[src/rtl/hs_dcr_pkg.sv]
// Shared definitions for the multi-port SATA host DCR register interface:
// register map, STAT bit positions and the DMA control byte layout.
package hs_dcr_pkg;

  typedef enum logic [1:0] {
    REG_STAT     = 2'd0,
    REG_DMA_CTRL = 2'd1,
    REG_DMA_ADDR = 2'd2,
    REG_IRQ_EN   = 2'd3
  } reg_e;

  // STAT read positions
  localparam int ST_LINKUP_S   = 0;
  localparam int ST_PLLLOCK_S  = 1;
  localparam int ST_LINKUP_CG  = 4;
  localparam int ST_PLLLOCK_CG = 5;
  localparam int ST_DMA_DONE   = 6;
  localparam int ST_DMA_ERR    = 9;
  localparam int ST_PHYRESET   = 31;

  // STAT write command bits
  localparam int WR_STARTCOMM  = 28;
  localparam int WR_PHY_CLR    = 29;
  localparam int WR_PHY_SET    = 30;
  localparam int WR_CXFIFO_ACK = 31;

  localparam int DMA_CTL_LO  = 24;
  localparam int DMA_REQ_BIT = 30;

  typedef struct packed {
    logic ok;
    logic data;
    logic wrt;
    logic sync;
    logic flush;
    logic eof;
    logic sof;
    logic rsvd;
  } dma_ctl_t;

  // Interrupt sources in STAT[8:4] order, matched bit-for-bit by IRQ_EN[4:0]
  typedef struct packed {
    logic cxfifo;
    logic rxfifo;
    logic dma_done;
    logic plllock_cg;
    logic linkup_cg;
  } irq_stat_t;

  typedef enum logic {
    SC_IDLE  = 1'b0,
    SC_PULSE = 1'b1
  } sc_state_e;

endpackage

[src/rtl/hs_dcr_port_bank.sv]
// One port's register bank: status synchronisers, sticky interrupt status,
// DMA request/ack handshake and the StartComm pulse generator.
module hs_dcr_port_bank
  import hs_dcr_pkg::*;
#(
  parameter int C_LEN_W       = 16,
  parameter int C_COM_PULSE   = 4,
  parameter int C_SYNC_STAGES = 2
) (
  input  logic               i_clk,
  input  logic               i_rst_n,
  input  logic               i_wr,
  input  logic [1:0]         i_reg,
  input  logic [31:0]        i_wdata,
  input  logic               i_linkup,
  input  logic               i_plllock,
  input  logic               i_rxfifo_irq,
  input  logic               i_cxfifo_irq,
  input  logic               i_dma_ack,
  output logic [31:0]        o_rdata,
  output logic               o_irq,
  output logic               o_dma_req,
  output logic [31:0]        o_dma_address,
  output logic [C_LEN_W-1:0] o_dma_length,
  output logic [7:0]         o_dma_ctl,
  output logic               o_cxfifo_ack,
  output logic               o_startcomm,
  output logic               o_phyreset
);

  localparam int         S           = C_SYNC_STAGES;
  localparam logic [3:0] LP_CNT_LOAD = 4'(C_COM_PULSE - 1);

  reg_e               w_reg;
  logic               w_wr_stat, w_wr_dma, w_wr_addr, w_wr_en;
  logic               w_lk_cg, w_pl_cg, w_sc_start;
  logic               w_req_wr, w_accept, w_busy_err, w_done;
  irq_stat_t          w_status;
  logic [S-1:0]       r_lk_sync, r_pl_sync;
  logic               r_lk_cg, r_pl_cg, r_done, r_err;
  logic               r_phy, r_cx_ack, r_irq, r_req, r_sc;
  logic [4:0]         r_en;
  logic [C_LEN_W-1:0] r_len;
  dma_ctl_t           r_ctl;
  logic [31:0]        r_addr;
  sc_state_e          r_sc_state;
  logic [3:0]         r_sc_cnt;

  assign w_reg      = reg_e'(i_reg);
  assign w_wr_stat  = i_wr && (w_reg == REG_STAT);
  assign w_wr_dma   = i_wr && (w_reg == REG_DMA_CTRL);
  assign w_wr_addr  = i_wr && (w_reg == REG_DMA_ADDR);
  assign w_wr_en    = i_wr && (w_reg == REG_IRQ_EN);
  assign w_sc_start = w_wr_stat && i_wdata[WR_STARTCOMM];

  assign w_lk_cg = r_lk_sync[S-1] ^ r_lk_sync[S-2];
  assign w_pl_cg = r_pl_sync[S-1] ^ r_pl_sync[S-2];

  // A same-cycle ack frees the channel, so a back-to-back request is accepted
  assign w_req_wr   = w_wr_dma && i_wdata[DMA_REQ_BIT];
  assign w_accept   = w_req_wr && (!r_req || i_dma_ack);
  assign w_busy_err = w_req_wr && r_req && !i_dma_ack;
  assign w_done     = r_req && i_dma_ack;

  assign w_status = '{cxfifo: i_cxfifo_irq, rxfifo: i_rxfifo_irq, dma_done: r_done,
                      plllock_cg: r_pl_cg, linkup_cg: r_lk_cg};

  // NOTE: all state uses non-blocking assignments so every register samples pre-edge values.
  always_ff @(posedge i_clk) begin
    if (!i_rst_n) begin
      r_lk_sync <= '0;
      r_pl_sync <= '0;
      r_lk_cg   <= 1'b0;
      r_pl_cg   <= 1'b0;
      r_done    <= 1'b0;
      r_err     <= 1'b0;
      r_en      <= '0;
      r_phy     <= 1'b0;
      r_cx_ack  <= 1'b0;
      r_irq     <= 1'b0;
    end else begin
      r_lk_sync <= {r_lk_sync[S-2:0], i_linkup};
      r_pl_sync <= {r_pl_sync[S-2:0], i_plllock};
      // set term is OR-ed last so it wins over a same-cycle W1C
      r_lk_cg   <= w_lk_cg    | (r_lk_cg & !(w_wr_stat && i_wdata[ST_LINKUP_CG]));
      r_pl_cg   <= w_pl_cg    | (r_pl_cg & !(w_wr_stat && i_wdata[ST_PLLLOCK_CG]));
      r_done    <= w_done     | (r_done  & !(w_wr_stat && i_wdata[ST_DMA_DONE]));
      r_err     <= w_busy_err | (r_err   & !(w_wr_stat && i_wdata[ST_DMA_ERR]));
      if (w_wr_en) r_en <= i_wdata[4:0];
      if (w_wr_stat && i_wdata[WR_PHY_SET])      r_phy <= 1'b1;
      else if (w_wr_stat && i_wdata[WR_PHY_CLR]) r_phy <= 1'b0;
      r_cx_ack  <= w_wr_stat && i_wdata[WR_CXFIFO_ACK];
      r_irq     <= |(w_status & r_en);
    end
  end

  always_ff @(posedge i_clk) begin
    if (!i_rst_n) begin
      r_req  <= 1'b0;
      r_len  <= '0;
      r_ctl  <= '0;
      r_addr <= '0;
    end else begin
      if (w_accept) begin
        r_req <= 1'b1;
        r_len <= i_wdata[C_LEN_W-1:0];
        r_ctl <= dma_ctl_t'(i_wdata[DMA_CTL_LO +: 8]);
      end else begin
        if (w_done) r_req <= 1'b0;
        if (w_wr_dma && !i_wdata[DMA_REQ_BIT] && !r_req) begin
          r_len <= i_wdata[C_LEN_W-1:0];
          r_ctl <= dma_ctl_t'(i_wdata[DMA_CTL_LO +: 8]);
        end
      end
      if (w_wr_addr) r_addr <= i_wdata;
    end
  end

  // A start during PULSE reloads the counter, stretching the pulse
  always_ff @(posedge i_clk) begin
    if (!i_rst_n) begin
      r_sc_state <= SC_IDLE;
      r_sc_cnt   <= '0;
      r_sc       <= 1'b0;
    end else begin
      case (r_sc_state)
        SC_IDLE: if (w_sc_start) begin
          r_sc_state <= SC_PULSE;
          r_sc_cnt   <= LP_CNT_LOAD;
          r_sc       <= 1'b1;
        end
        SC_PULSE: begin
          if (w_sc_start) begin
            r_sc_cnt <= LP_CNT_LOAD;
          end else if (r_sc_cnt == 4'd0) begin
            r_sc_state <= SC_IDLE;
            r_sc       <= 1'b0;
          end else begin
            r_sc_cnt <= r_sc_cnt - 4'd1;
          end
        end
        default: begin
          r_sc_state <= SC_IDLE;
          r_sc       <= 1'b0;
        end
      endcase
    end
  end

  // NOTE: default assignment first keeps this block free of inferred latches.
  always_comb begin
    o_rdata = '0;
    case (w_reg)
      REG_STAT: begin
        o_rdata[ST_LINKUP_S]           = r_lk_sync[S-1];
        o_rdata[ST_PLLLOCK_S]          = r_pl_sync[S-1];
        o_rdata[ST_LINKUP_CG +: 5]     = w_status;
        o_rdata[ST_DMA_ERR]            = r_err;
        o_rdata[ST_PHYRESET]           = r_phy;
      end
      REG_DMA_CTRL: begin
        o_rdata[C_LEN_W-1:0]           = r_len;
        o_rdata[DMA_CTL_LO +: 8]       = r_ctl;
        o_rdata[DMA_REQ_BIT]           = r_req;
      end
      REG_DMA_ADDR: o_rdata            = r_addr;
      REG_IRQ_EN:   o_rdata[4:0]       = r_en;
      default:      o_rdata            = '0;
    endcase
  end

  assign o_irq         = r_irq;
  assign o_dma_req     = r_req;
  assign o_dma_address = r_addr;
  assign o_dma_length  = r_len;
  assign o_dma_ctl     = r_ctl;
  assign o_cxfifo_ack  = r_cx_ack;
  assign o_startcomm   = r_sc;
  assign o_phyreset    = r_phy;

endmodule

[src/rtl/hs_dcr_if_mp.sv]
// Multi-port SATA host DCR slave: address decode into per-port banks,
// registered read mux and the global interrupt OR.
module hs_dcr_if_mp
  import hs_dcr_pkg::*;
#(
  parameter int C_NUM_PORTS   = 4,
  parameter int C_AW          = 8,
  parameter int C_LEN_W       = 16,
  parameter int C_COM_PULSE   = 4,
  parameter int C_SYNC_STAGES = 2
) (
  input  logic                         sys_clk,
  input  logic                         sys_rst_n,
  input  logic [C_AW-1:0]              address,
  input  logic                         write,
  input  logic [31:0]                  writedata,
  output logic [31:0]                  readdata,
  output logic                         irq,
  output logic [C_NUM_PORTS-1:0]       port_irq,
  input  logic [C_NUM_PORTS-1:0]       linkup,
  input  logic [C_NUM_PORTS-1:0]       plllock,
  input  logic [C_NUM_PORTS-1:0]       rxfifo_irq,
  input  logic [C_NUM_PORTS-1:0]       cxfifo_irq,
  input  logic [C_NUM_PORTS-1:0]       dma_ack,
  output logic [C_NUM_PORTS-1:0]       dma_req,
  output logic [32*C_NUM_PORTS-1:0]    dma_address,
  output logic [C_LEN_W*C_NUM_PORTS-1:0] dma_length,
  output logic [8*C_NUM_PORTS-1:0]     dma_ctl,
  output logic [C_NUM_PORTS-1:0]       cxfifo_ack,
  output logic [C_NUM_PORTS-1:0]       StartComm,
  output logic [C_NUM_PORTS-1:0]       phyreset
);

  localparam int PW = C_AW - 2;

  logic [PW-1:0] w_port;
  logic [1:0]    w_reg;
  logic [31:0]   w_rd [C_NUM_PORTS];
  logic [31:0]   w_rd_mux;

  assign w_port = address[C_AW-1:2];
  assign w_reg  = address[1:0];

  // Port indices with no bank match no write enable and read back as zero
  for (genvar p = 0; p < C_NUM_PORTS; p++) begin : g_port
    hs_dcr_port_bank #(
      .C_LEN_W      (C_LEN_W),
      .C_COM_PULSE  (C_COM_PULSE),
      .C_SYNC_STAGES(C_SYNC_STAGES)
    ) u_bank (
      .i_clk        (sys_clk),
      .i_rst_n      (sys_rst_n),
      .i_wr         (write && (w_port == PW'(p))),
      .i_reg        (w_reg),
      .i_wdata      (writedata),
      .i_linkup     (linkup[p]),
      .i_plllock    (plllock[p]),
      .i_rxfifo_irq (rxfifo_irq[p]),
      .i_cxfifo_irq (cxfifo_irq[p]),
      .i_dma_ack    (dma_ack[p]),
      .o_rdata      (w_rd[p]),
      .o_irq        (port_irq[p]),
      .o_dma_req    (dma_req[p]),
      .o_dma_address(dma_address[32*p +: 32]),
      .o_dma_length (dma_length[C_LEN_W*p +: C_LEN_W]),
      .o_dma_ctl    (dma_ctl[8*p +: 8]),
      .o_cxfifo_ack (cxfifo_ack[p]),
      .o_startcomm  (StartComm[p]),
      .o_phyreset   (phyreset[p])
    );
  end

  always_comb begin
    w_rd_mux = '0;
    for (int p = 0; p < C_NUM_PORTS; p++) begin
      if (w_port == PW'(p)) w_rd_mux = w_rd[p];
    end
  end

  always_ff @(posedge sys_clk) begin
    if (!sys_rst_n) readdata <= '0;
    else            readdata <= w_rd_mux;
  end

  assign irq = |port_irq;

endmodule

[config.mk]
export PLATFORM = sky130hd
export DESIGN_NAME = hs_dcr_if_mp
export DESIGN_NICKNAME = d
export VERILOG_FILES = /design/src/rtl/hs_dcr_pkg.sv /design/src/rtl/hs_dcr_port_bank.sv /design/src/rtl/hs_dcr_if_mp.sv
export SDC_FILE = /design/constraint.sdc
export NUM_CORES = 1
export LEC_CHECK = 0
export ABC_CLOCK_PERIOD_IN_PS = 4200
export BUFFER_PORTS_ARGS = -buffer_cell sky130_fd_sc_hd__buf_4
export CORE_AREA = 2 2 223 137
export CTS_CLUSTER_SIZE = 25
export DETAILED_ROUTE_END_ITERATION = 6
export DIE_AREA = 0 0 225 139
export GPL_TIMING_DRIVEN = 0
export PLACE_DENSITY = 0.77
export SLEW_MARGIN = 20
export SYNTH_ARGS = -nofsm -noshare
export SYNTH_HDL_FRONTEND = slang
export SYNTH_SLANG_ARGS = --single-unit
[constraint.sdc]
create_clock -name sys_clk -period 4.2 [get_ports sys_clk]
set_input_delay 0.84 -clock sys_clk [delete_from_list [all_inputs] [get_ports sys_clk]]
set_output_delay 0.84 -clock sys_clk [all_outputs]
set_load 0.1 [all_outputs]
==> impl_metrics.py <==
metrics = {
    "run_status": {
        "outcome": "finished, final reports clean",
    },
    "cells_and_area": {
        "mostFrequentLayoutCells": "348 x dfxtp_1, 346 x buf_4, 317 x nand2_1",
        "fin_cells": 2414,
        "area_growth_pct": 27.4,
        "num_antenna_cells": 0,
        "nNetsFinal": 2087,
        "final_common_cell": "dfxtp_1",
        "final_util_pct": 63.0,
        "drive_above_1_share_pct": 23.1,
    },
    "setup_path": {
        "r2r-start": "g_port[1].u_bank.o_dma_req",
        "crit_start": "address[0]",
        "ff2ff_setup_slack_ps": 1990,
        "cp_common_cell": "clkbuf_1",
        "crit_required_ps": 4570,
        "r2r-end": "g_port[1].u_bank.o_dma_ctl[4]",
        "crit_type": "in -> reg",
        "startpoint_type": "input port",
        "max_stage_delay_ps": 670,
        "worstPathCellList": "buf_4 -> inv_1 -> ha_1 -> clkbuf_1 -> clkbuf_1 -> clkbuf_1 -> a22oi_1 -> nand3_1 -> nand2_1 -> nor4_1",
        "cp_max_fo": 10,
        "reg2regPathDepth": 4,
        "cp.arrival_ps": 3840,
        "path_depth": 10,
        "end_kind": "flip-flop",
        "crit_buf_inv": 5,
        "cp_slowest_cell": "clkbuf_1",
        "path_delay_family": "buffers and inverters",
    },
    "logic_synthesis": {
        "synth_nets": 1727,
        "synthFlopType": "dfxtp_1",
        "synth_warnings": 0,
        "synth-edff-count": 0,
        "synth-async-reset-ratio_pct": 0,
        "syn_avg_cell_area_um2": 8.80,
        "netlist_area_mm2": 0.0145,
        "synth-seq-cells": 348,
        "yosysSeqAreaShare_pct": 48.0,
        "syn_inst": 1650,
        "yosysUniqueCellTypes": 58,
    },
    "routing": {
        "avgViaCountPerCell": 6.20,
        "vias": 15000,
        "dr.pass1.iters": 6,
        "drc": 0,
        "routed.top_layer": "met5",
        "drt_iter0_markers": 2228,
        "met3_wirelength_um": 10100,
        "ant_nets": 0,
        "wirelength_um": 62000,
        "met1_length_um": 24900,
        "wl_per_cell_um": 25.7,
        "wl_met2_um": 24500,
    },
    "placed_design": {
        "gp_congestion": 1.00,
        "io_buffers": 323,
        "placed_cells": 2355,
        "dp_hpwl_um": 46700,
    },
    "timing": {
        "setup_tns_ps": 0,
        "skew_ps": 18.5,
        "hold_violations": 0,
        "worst_pin_slew_ps": 1240,
        "max-slew-margin-rel_pct": 16.8,
        "period_needed_ps": 3470,
        "finalCritPeriodShare_pct": 82.6,
        "slew_viol_final": 0,
        "rsz0062_at_grt": "no",
        "hold_ws_ps": 473,
        "fmax_ghz": 0.288,
        "setup_viol": 0,
    },
    "clock_network": {
        "clk_pin_slew_ps": 60,
        "cts_made_buffers": 35,
        "clock-sinks": 348,
        "root_buffer": "clkbuf_16",
        "insertion_delay_ps": 540,
        "cts_buffer_depth": 3,
        "cts_setup_buffers": 0,
        "cts-hold-fix-buffers": 0,
        "cts.repair.resized": 0,
        "htreeDepth": 2,
        "cts_tree": "done",
    },
    "flow_run": {
        "drv_cap": 0,
    },
    "power": {
        "power_switching_mw": 1.67,
        "vdd_drop_max_v": 0.000326,
        "totalPowerFinal_mw": 6.80,
        "p_int_mw": 5.12,
        "combPwrFrac_pct": 6.3,
        "powerDensity_mw_per_mm2": 367,
        "clkPwrFrac_pct": 44.6,
        "swShare_pct": 24.6,
        "seqPwrFrac_pct": 49.2,
        "p_leak_nw": 7.00,
    },
    "floorplanning": {
        "die_w_um": 225,
        "fp.dieH_um": 139,
        "rows": 49,
        "start_util_pct": 49.4,
        "ios": 340,
        "core-area_mm2": 0.0294,
        "dieArea_mm2": 0.0313,
    },
    "hold_path": {
        "hp-start": "g_port[1].u_bank.o_dma_address[23]",
        "min_path_type": "reg -> reg",
        "hold_end": "g_port[1].u_bank.o_dma_address[23]",
        "min_path_cells": 2,
    },
    "global_route": {
        "antenna_found_initial": 1,
        "grt_max_degree": 15,
        "grt_pass1_wl_um": 88200,
        "track_usage_pct": 37.9,
        "grt_pass1_vias": 13500,
        "overflow": 0,
    },
}
==> sequential cells by signal, indices dropped and copies added (netlist names) <==
name / cells
g_port.u_bank.r_pl_cg: 4
g_port.u_bank.o_dma_ctl: 32
g_port.u_bank.r_lk_cg: 4
g_port.u_bank.o_dma_req: 4
g_port.u_bank.o_irq: 4
g_port.u_bank.o_cxfifo_ack: 4
g_port.u_bank.r_sc_cnt: 16
g_port.u_bank.o_phyreset: 4
g_port.u_bank.r_en: 20
g_port.u_bank.r_sc_state: 4
g_port.u_bank.r_err: 4
g_port.u_bank.r_lk_sync: 8
g_port.u_bank.r_done: 4
readdata: 32
g_port.u_bank.o_dma_address: 128
g_port.u_bank.o_dma_length: 64
g_port.u_bank.r_pl_sync: 8
g_port.u_bank.o_startcomm: 4
==> power by group through the flow <==
stage | clock, mW | sequential, mW | combinational (mW)
CTS | 3.01 | 3.34 | 0.402
finish | 3.03 | 3.34 | 0.427
detailed placement | 0 | 3.41 | 0.401
global placement | 0 | 3.41 | 0.397
global route | 3.16 | 3.34 | 0.433
floorplan | 0 | 3.43 | 0.190
==> layout make-up <==
class                           instances  area [µm²]
Inverter                               16        60.1
Clock buffer                           49         988
Sequential cell                       348        6970
Timing Repair Buffer                  323        2420
Multi-Input combinational cell       1127        6730
Clock inverter                         10        78.8
Fill cell                            2559       10900
Tap cell                              382         478
Buffer                                159         774
==> logic make-up (layout without fill, tap and decap cells) <==
group / after synthesis / count (layout) / synth area share [%]
compound gates: 410 / 410 / 19.3
xor+xnor: 16 / 16 / 0.965
fa+ha+maj: 14 / 14 / 1.21
buf+inv: 175 / 557 / 5.75
flops: 348 / 348 / 48.0
mux: 118 / 118 / 8.18
simple gates: 569 / 569 / 16.6
==> per-stage QoR <==
step	setup WS (ps)	instance area (µm²)
after CTS	935	18500
after global placement	390	17400
after detailed placement	402	17400
after floorplan	1540	14500
final	732	18500
after global routing	779	18500
==> worst min-delay path: stages (launching register included) <==
cell,delay [ps]
dfxtp_1,320
nand2_1,50
a21oi_1,50
==> synthesized netlist by cell type (4+ instances only) <==
cell	number	share of area (%)
xor2_1	10	0.60
o22ai_1	26	1.1
a21boi_0	6	0.31
mux2i_1	113	7.8
dfxtp_1	348	48
a41oi_1	4	0.24
a21oi_1	174	6.0
a2111oi_4	4	0.76
a211oi_1	12	0.62
a222oi_1	20	1.4
nor2b_1	15	0.65
a31o_2	4	0.24
buf_2	31	1.1
a22o_1	8	0.48
nor2_1	151	3.9
buf_6	7	0.54
a32o_1	4	0.28
or4b_2	4	0.28
buf_1	6	0.16
clkbuf_1	92	2.4
nor3_1	13	0.45
a221oi_1	10	0.60
inv_1	15	0.39
a22oi_1	77	4.0
a311oi_1	4	0.24
mux2_2	5	0.39
nand2_1	317	8.2
xnor2_1	6	0.36
and2_1	19	0.82
buf_4	23	1.2
nand3_1	23	0.79
ha_1	14	1.2
or3b_2	4	0.24
nor4_1	4	0.17
o31ai_1	8	0.41
o32a_1	4	0.28
o21a_1	27	1.4
==> layer usage <==
layer / GRT usage, % / vias to the layer above
met5: 1.69 / -
met4: 13.5 / 4
met3: 13.5 / 187
met2: 51.4 / 1238
met1: 54.6 / 7066
li1: - / 6470
==> how the worst max path moves through the flow <==
stage                                          to  slack (ps)
floorplan           g_port[1].u_bank.o_dma_ctl[7]        1540
global placement                      readdata[7]         390
detailed placement                    readdata[7]         400
CTS                                   readdata[7]         930
global route        g_port[1].u_bank.o_dma_ctl[4]         780
finish                                readdata[7]         730
Note: power is estimated with default switching activity, not from simulation.
